<file path="src/rtl/serial_slave_port.sv">
// Bit-serial bus responder: deserialises address/write data, drives a synchronous
// memory port, and serialises read data back on srdata/svalid.
module serial_slave_port #(
   parameter int ADDR_WIDTH = 12,
   parameter int DATA_WIDTH = 8
) (
   input  logic                  clk,
   input  logic                  rst,
   input  logic                  swdata,
   input  logic                  smode,
   input  logic                  mvalid,
   output logic                  srdata,
   output logic                  svalid,
   output logic                  sready,
   output logic [ADDR_WIDTH-1:0] mem_addr,
   output logic [DATA_WIDTH-1:0] mem_wdata,
   output logic                  mem_wen,
   output logic                  mem_ren,
   input  logic [DATA_WIDTH-1:0] mem_rdata
);

   localparam int MAXW = (ADDR_WIDTH > DATA_WIDTH) ? ADDR_WIDTH : DATA_WIDTH;
   localparam int CW   = $clog2(MAXW) + 1;
   // Address bit 0 is taken in IDLE, so ADDR only counts the remaining bits.
   localparam logic [CW-1:0] ADDR_LAST = CW'(ADDR_WIDTH - 2);
   localparam logic [CW-1:0] DATA_LAST = CW'(DATA_WIDTH - 1);

   typedef enum logic [2:0] {
      S_IDLE, S_ADDR, S_WDATA, S_WRITE, S_RREQ, S_RWAIT, S_RDATA
   } state_t;

   state_t                state_q, state_d;
   logic [CW-1:0]         cnt_q, cnt_d;
   logic                  mode_q, mode_d;
   logic [ADDR_WIDTH-1:0] addr_sh_q, addr_sh_d;
   logic [ADDR_WIDTH-1:0] mem_addr_q, mem_addr_d;
   logic [DATA_WIDTH-1:0] wdata_sh_q, wdata_sh_d;
   logic [DATA_WIDTH-1:0] mem_wdata_q, mem_wdata_d;
   logic [DATA_WIDTH-1:0] rdata_sh_q, rdata_sh_d;

   always_ff @(posedge clk) begin
      if (rst) begin
         state_q     <= S_IDLE;
         cnt_q       <= '0;
         mode_q      <= 1'b0;
         addr_sh_q   <= '0;
         mem_addr_q  <= '0;
         wdata_sh_q  <= '0;
         mem_wdata_q <= '0;
         rdata_sh_q  <= '0;
      end else begin
         state_q     <= state_d;
         cnt_q       <= cnt_d;
         mode_q      <= mode_d;
         addr_sh_q   <= addr_sh_d;
         mem_addr_q  <= mem_addr_d;
         wdata_sh_q  <= wdata_sh_d;
         mem_wdata_q <= mem_wdata_d;
         rdata_sh_q  <= rdata_sh_d;
      end
   end

   always_comb begin
      state_d     = state_q;
      cnt_d       = cnt_q;
      mode_d      = mode_q;
      addr_sh_d   = addr_sh_q;
      mem_addr_d  = mem_addr_q;
      wdata_sh_d  = wdata_sh_q;
      mem_wdata_d = mem_wdata_q;
      rdata_sh_d  = rdata_sh_q;

      case (state_q)
         S_IDLE: begin
            if (mvalid) begin
               addr_sh_d = {swdata, addr_sh_q[ADDR_WIDTH-1:1]};
               mode_d    = smode;
               state_d   = S_ADDR;
            end
         end
         S_ADDR: begin
            if (mvalid) begin
               addr_sh_d = {swdata, addr_sh_q[ADDR_WIDTH-1:1]};
               cnt_d     = cnt_q + CW'(1);
               if (cnt_q == ADDR_LAST) begin
                  mem_addr_d = addr_sh_d;
                  state_d    = mode_q ? S_WDATA : S_RREQ;
               end
            end
         end
         S_WDATA: begin
            if (mvalid) begin
               wdata_sh_d = {swdata, wdata_sh_q[DATA_WIDTH-1:1]};
               cnt_d      = cnt_q + CW'(1);
               if (cnt_q == DATA_LAST) begin
                  mem_wdata_d = wdata_sh_d;
                  state_d     = S_WRITE;
               end
            end
         end
         S_WRITE: state_d = S_IDLE;
         S_RREQ:  state_d = S_RWAIT;
         S_RWAIT: begin
            rdata_sh_d = mem_rdata;
            state_d    = S_RDATA;
         end
         S_RDATA: begin
            rdata_sh_d = rdata_sh_q >> 1;
            cnt_d      = cnt_q + CW'(1);
            if (cnt_q == DATA_LAST) state_d = S_IDLE;
         end
         default: state_d = S_IDLE;
      endcase

      // Counter always restarts from zero when a new phase begins.
      if (state_d != state_q) cnt_d = '0;
   end

   assign sready    = (state_q == S_IDLE);
   assign svalid    = (state_q == S_RDATA);
   assign srdata    = (state_q == S_RDATA) & rdata_sh_q[0];
   assign mem_wen   = (state_q == S_WRITE);
   assign mem_ren   = (state_q == S_RREQ);
   assign mem_addr  = mem_addr_q;
   assign mem_wdata = mem_wdata_q;

endmodule

</file>
<file path="config.mk">
export PLATFORM = sky130hd
export DESIGN_NAME = serial_slave_port
export DESIGN_NICKNAME = d
export VERILOG_FILES = /design/src/rtl/serial_slave_port.sv
export SDC_FILE = /design/constraint.sdc
export NUM_CORES = 1
export LEC_CHECK = 0
export BUFFER_PORTS_ARGS = -buffer_cell sky130_fd_sc_hd__buf_2
export CAP_MARGIN = 20
export CORE_ASPECT_RATIO = 0.8
export CORE_MARGIN = 2
export CORE_UTILIZATION = 50
export CTS_BUF_LIST = sky130_fd_sc_hd__clkbuf_16
export DETAILED_ROUTE_END_ITERATION = 16
export MAX_ROUTING_LAYER = met4
export PLACE_DENSITY = 0.75
export SKIP_LAST_GASP = 1
export SLEW_MARGIN = 10
export SYNTH_ARGS = -nofsm -noshare
export SYNTH_HDL_FRONTEND = slang
export SYNTH_SLANG_ARGS = --single-unit
export TNS_END_PERCENT = 1
</file>
<file path="constraint.sdc">
create_clock -name clk -period 1.3 [get_ports clk]
set_input_delay 0.13 -clock clk [delete_from_list [all_inputs] [get_ports clk]]
set_output_delay 0.13 -clock clk [all_outputs]
set_load 0.03 [all_outputs]
</file>
* Yosys cells after proc, flatten, opt, wreduce, memory -nomap -nowiden
Index checks and enable logic that the tools add are counted.
** Storage, ports and cells
- Memories :: 0
- Input port bits :: 13
- Word-level logic and storage cells :: 43
- Register bits :: 57
- Bits in writable memories :: 0
- Latch bits :: 0
- Memory bits (read-only) :: 0
** Cells by class
- Multiply operators :: 0
- $add $sub $neg :: 1
- Shifts and indexed selects :: 0
- Order comparisons :: 0
- Reductions and logical operators :: 12
- Equality and inequality tests :: 10
- Divide/modulo/power cells :: 0
- Bitwise logic cells :: 1
- Muxes and demuxes :: 11
** Operators by type and width (number)
- two-way mux 3 bit :: 7
- case mux 3 bit (6 select lines) :: 1
- case mux 8 bit (2 select lines) :: 1
- case mux 5 bit (2 select lines) :: 1
- equality test 3 bit (second input constant) :: 3
- AND reduction 2 bit :: 4
- equality test 3 x 2 -> 1 bit (second input constant) :: 2
- AND reduction 3 bit :: 2
- OR reduction 2 bit :: 3
- adder 5 x 1 -> 5 bit (second input constant) :: 1
- equality test 5 x 3 -> 1 bit (second input constant) :: 1
- equality test 5 x 4 -> 1 bit (second input constant) :: 1
- two-way mux 5 bit :: 1
- nonzero test 2 bit :: 2
- equality test 3 x 1 -> 1 bit (second input constant) :: 1
- zero test 3 bit :: 1
- inequality test 3 bit :: 1
- inequality test 2 x 1 -> 1 bit (second input constant) :: 1
- bitwise AND 1 bit :: 1

* Depth between registers and ports, before layout
- Depth in word-level cells :: 6
- Gate-level depth with buffers :: 7
- Mapped depth without buffers :: 6

* Worst setup path after synthesis
No wires, ideal clock.
- Path type :: flip-flop to output port
- Start :: register state_q[2]
- End :: output port mem_ren
- Cell stages (with the launch flop) :: 4
- Required time :: 1.170 ns
- Setup slack :: -0.390 ns
- Arrival :: 1.560 ns
- Cells stage by stage :: dfxtp_1 -> buf_2 -> clkbuf_1 -> nor3b_1
** On the way
- Cells in the longest elaborated chain, start to end :: 1
** Ends and longest elaborated chain
- start, declared :: RTL line 32 : state_t state_q, state_d;
- start signal, assigned :: RTL line 52 : state_q <= state_d;
- equality test 3 bit :: RTL line 123 : assign mem_ren = (state_q == S_RREQ);
- end, declared :: RTL line 18 : output logic mem_ren,
No other way between the ends.

* Worst setup path after layout
- Start :: register cnt_q[0]
- End :: register mem_addr_q[3] (netlist: mem_addr[3])
** On the way
- Cells in the longest elaborated chain, start to end :: 2
** Ends and longest elaborated chain
- start, declared :: RTL line 33 : logic [CW-1:0] cnt_q, cnt_d;
- start signal, assigned :: RTL line 53 : cnt_q <= cnt_d;
- equality test 5 x 4 -> 1 bit :: RTL line 85 : if (cnt_q == ADDR_LAST) begin
- AND reduction 3 bit (no source line)
- end signal, assigned :: RTL line 56 : mem_addr_q <= mem_addr_d;
- end, declared :: RTL line 36 : logic [ADDR_WIDTH-1:0] mem_addr_q, mem_addr_d;
No other way between the ends.
A chain may end at the register's enable or synchronous reset.

==> summary.txt <==
number of synthesized flops with an enable pin -> 0
hold depth -> 3
violated checks -> setup timing
residual DRC count -> 0
Mapped Cells -> 283
Register-to-Register Path Depth -> 6
setup ws final -> -195 ps
Skew-Pair Late Insertion Delay -> 280 ps
IO Count -> 38
vias in the first global route -> 1,927
IO Port Bufs -> 37
Design Area, Final -> 0.00296 sq mm
grt ovf -> 0
routed wire length -> 4970 um
FFs w/ async S/R, synth -> 0
maximum vdd drop -> 0.000707 V
mux cell area share after synthesis -> 0.0388
clk sinks -> 55
critical path arrival -> 1720 ps
fraction of the mapped netlist area in adder cells -> 0.0108
outcome -> complete, but fails checks
Synth Warn # -> 0
first-pass GRT wire length -> 8490 um
CTS buffer count -> 5
Slew Limit Headroom -> 0.764
critical path type -> reg -> reg
f_max -> 669 MHz
1st-pass router iterations -> 4
initial antenna violation count -> 0
DIE AREA -> 0.00521 sq mm
initial core utilization -> 0.514
minimum clock period -> 1500 ps
clock-pin slew on the worst setup and hold paths -> 70 ps
Worst-Margin Slew -> 354 ps
Root Buffer -> clkbuf_16
Min-Delay Endpoint -> mode_q$_SDFFE_PP0P_
Clock Skews -> 3.06 ps
flop-to-flop setup slack -> -200 ps
Netlist cell types -> 37
clock buffer depth -> 2
ordered list of cells on the worst path -> inv_2 -> ha_4 -> nand4b_1 -> and4bb_4 -> nand2_2 -> a21oi_2
Synth Area in Simple Gates -> 0.265
Setup TNS Final -> -4550 ps
CTS tree -> done
Area growth syn-to-layout -> 27.7%
Core Area -> 0.00451 sq mm
area of placed instances -> 0.00271 sq mm
vias per inst -> 5.19
Hold Crit Class -> in -> reg
register area share after synthesis -> 0.474
Pwr Density -> 1250 mW/mm^2
unrepaired setup endpoints after global routing -> true
final hold violations -> 0
Overall Global Routing Usage -> 0.208
gpl congestion -> 0.763
Post-Layout Cell Count -> 398
Critical R2R Capture -> mem_addr[3]$_SDFFE_PP0P_
xor/xnor share of the synthesized area -> 0.00377
leakage dissipation -> 1.15 nW
die width -> 80.2 um
Vias -> 2,064
Filler cells -> 387
DP HPWL -> 3300 um
Req. time, crit path -> 1520 ps
CP max stage delay -> 510 ps
Syn Std Cell Area -> 0.00232 sq mm
highest net fanout along the worst path -> 6
drt wl/cell -> 12.5 um
largest net degree at the start of global routing -> 31
Cells after DPL -> 389
post-route ant nets -> 0
reg-to-reg startpoint -> cnt_q[0]$_SDFFE_PP0P_
commonest non-fill, non-tap cell in the layout -> nand2_1
Maximum Capacitance Violations -> 0
H-Tree Depth -> 2
CP Capture Type -> flop
die height -> 64.9 um
max-slew violations -> 0
Startpoint Class -> flop
nets@finish -> 353
Synth Area in Compound Gates -> 0.157
Site Rows -> 22
syn nets -> 298
number of DRC markers in iteration 0 -> 116
period utilization -> 1.15
Hold Crit Start -> smode
ant diodes -> 0
Synth Flop Type -> dfxtp_1
Slowest-stage cell, CP -> and4bb_4
final setup fails -> 42
layout cell share with drive strength beyond 1 -> 0.314
Syn Area/Cell -> 8.20 sq um
most frequent cells in the layout -> nand2_1 (63), dfxtp_1 (51), buf_2 (36), a21oi_1 (32), buf_4 (31)
combinational family with the most area after synthesis -> simple AND/OR/NAND/NOR gates
number of synthesized register bits -> 55
kinds of logic after synthesis:
family                     count (synthesis)
AOI/OAI and AO/OA                         59
xor gates and xnor gates                   1
adders and majority gates                  2
buffers and inverters                     24
DFF                                       55
muxes                                      9
and+or+nand+nor                          133
worst max-delay path, delay by kind of cell, from the launching register on:
family	cells	cell delay, ps
simple gates	3	800
flops	1	330
compound gates	1	120
fa+ha+maj	1	120
buf+inv	1	70
sequential cells by signal (all words and copies together), names as in the netlist:
register	count
mem_addr	12
rdata_sh_q	8
state_q	3
wdata_sh_q	7
mem_wdata	8
addr_sh_q	11
mode_q	1
cnt_q	5
how the worst max path moves through the flow:
stage / to / from / slack [ps] / depth (start not counted)
after floorplan: mem_ren / state_q[2]$_SDFF_PP0_ / -130 / 3
after global placement: mem_addr[7]$_SDFFE_PP0P_ / cnt_q[0]$_SDFFE_PP0P_ / -150 / 6
after detailed placement: mem_addr[3]$_SDFFE_PP0P_ / cnt_q[0]$_SDFFE_PP0P_ / -220 / 6
after CTS: cnt_q[2]$_SDFFE_PP0P_ / cnt_q[0]$_SDFFE_PP0P_ / -180 / 6
after global routing: mem_addr[7]$_SDFFE_PP0P_ / cnt_q[0]$_SDFFE_PP0P_ / -290 / 6
final: mem_addr[3]$_SDFFE_PP0P_ / cnt_q[0]$_SDFFE_PP0P_ / -200 / 6
cells in the mapped netlist, drive strengths merged, types with 3 or more instances:
cell / n / area [sq um]
nand2: 69 / 259
dfxtp: 55 / 1100
a21oi: 38 / 190
nor2: 23 / 86.3
nand3: 16 / 80.1
buf: 10 / 63.8
clkbuf: 10 / 37.5
mux2i: 9 / 90.1
o21ai: 7 / 35.0
a311oi: 6 / 65.1
inv: 4 / 15.0
nand2b: 4 / 25.0
and4bb: 3 / 37.5
nor3: 3 / 15.0
or3: 3 / 18.8
repair_timing:
| action | 4_1_cts | 5_1_grt |
|---|---|---|
| pin swaps | 1 | 13 |
| setup endpoints to repair | 46 | 59 |
| setup buffers | 0 | 1 |
| cloned | 0 | 1 |
| hold buffers | 0 | 0 |
| resized for setup | 6 | 19 |
final cells by class:
type	instances	area [sq um]	area share
clock buffers	5	125	0.0422
clock inverters	2	37.5	0.0127
inverters	4	15.0	0.00507
multi-input cells	205	1190	0.402
flip-flops and latches	55	1110	0.373
well taps	60	75.1	0.0253
repair buffers	67	413	0.139
per-layer routing:
layer,vias to the layer above,share of wire,GRT usage
met4,0,0.0024,0.0381
met5,-,0,-
met2,40,0.47,0.330
met1,950,0.48,0.275
li1,1072,-,-
met3,2,0.045,0.0474
stage by stage:
step / hold slack, ps / worst slack (ps) / power, mW / utilization
2_1_floorplan: 266 / -130 / 2.08 / -
3_3_place_gp: 379 / -147 / 2.25 / 0.600
3_5_place_dp: 397 / -216 / 2.26 / 0.600
4_1_cts: 104 / -175 / 3.72 / 0.639
5_1_grt: 104 / -293 / 3.86 / 0.656
6_report: 102 / -195 / 3.72 / 0.656
where the power goes:
part	switching, mW	leakage, nW	internal [mW]
clock	0.559	0.0759	0.897
combinational	0.272	0.631	0.229
sequential	0.0448	0.445	1.72
total	0.876	1.15	2.84
Power figures use the tool's default switching activity.
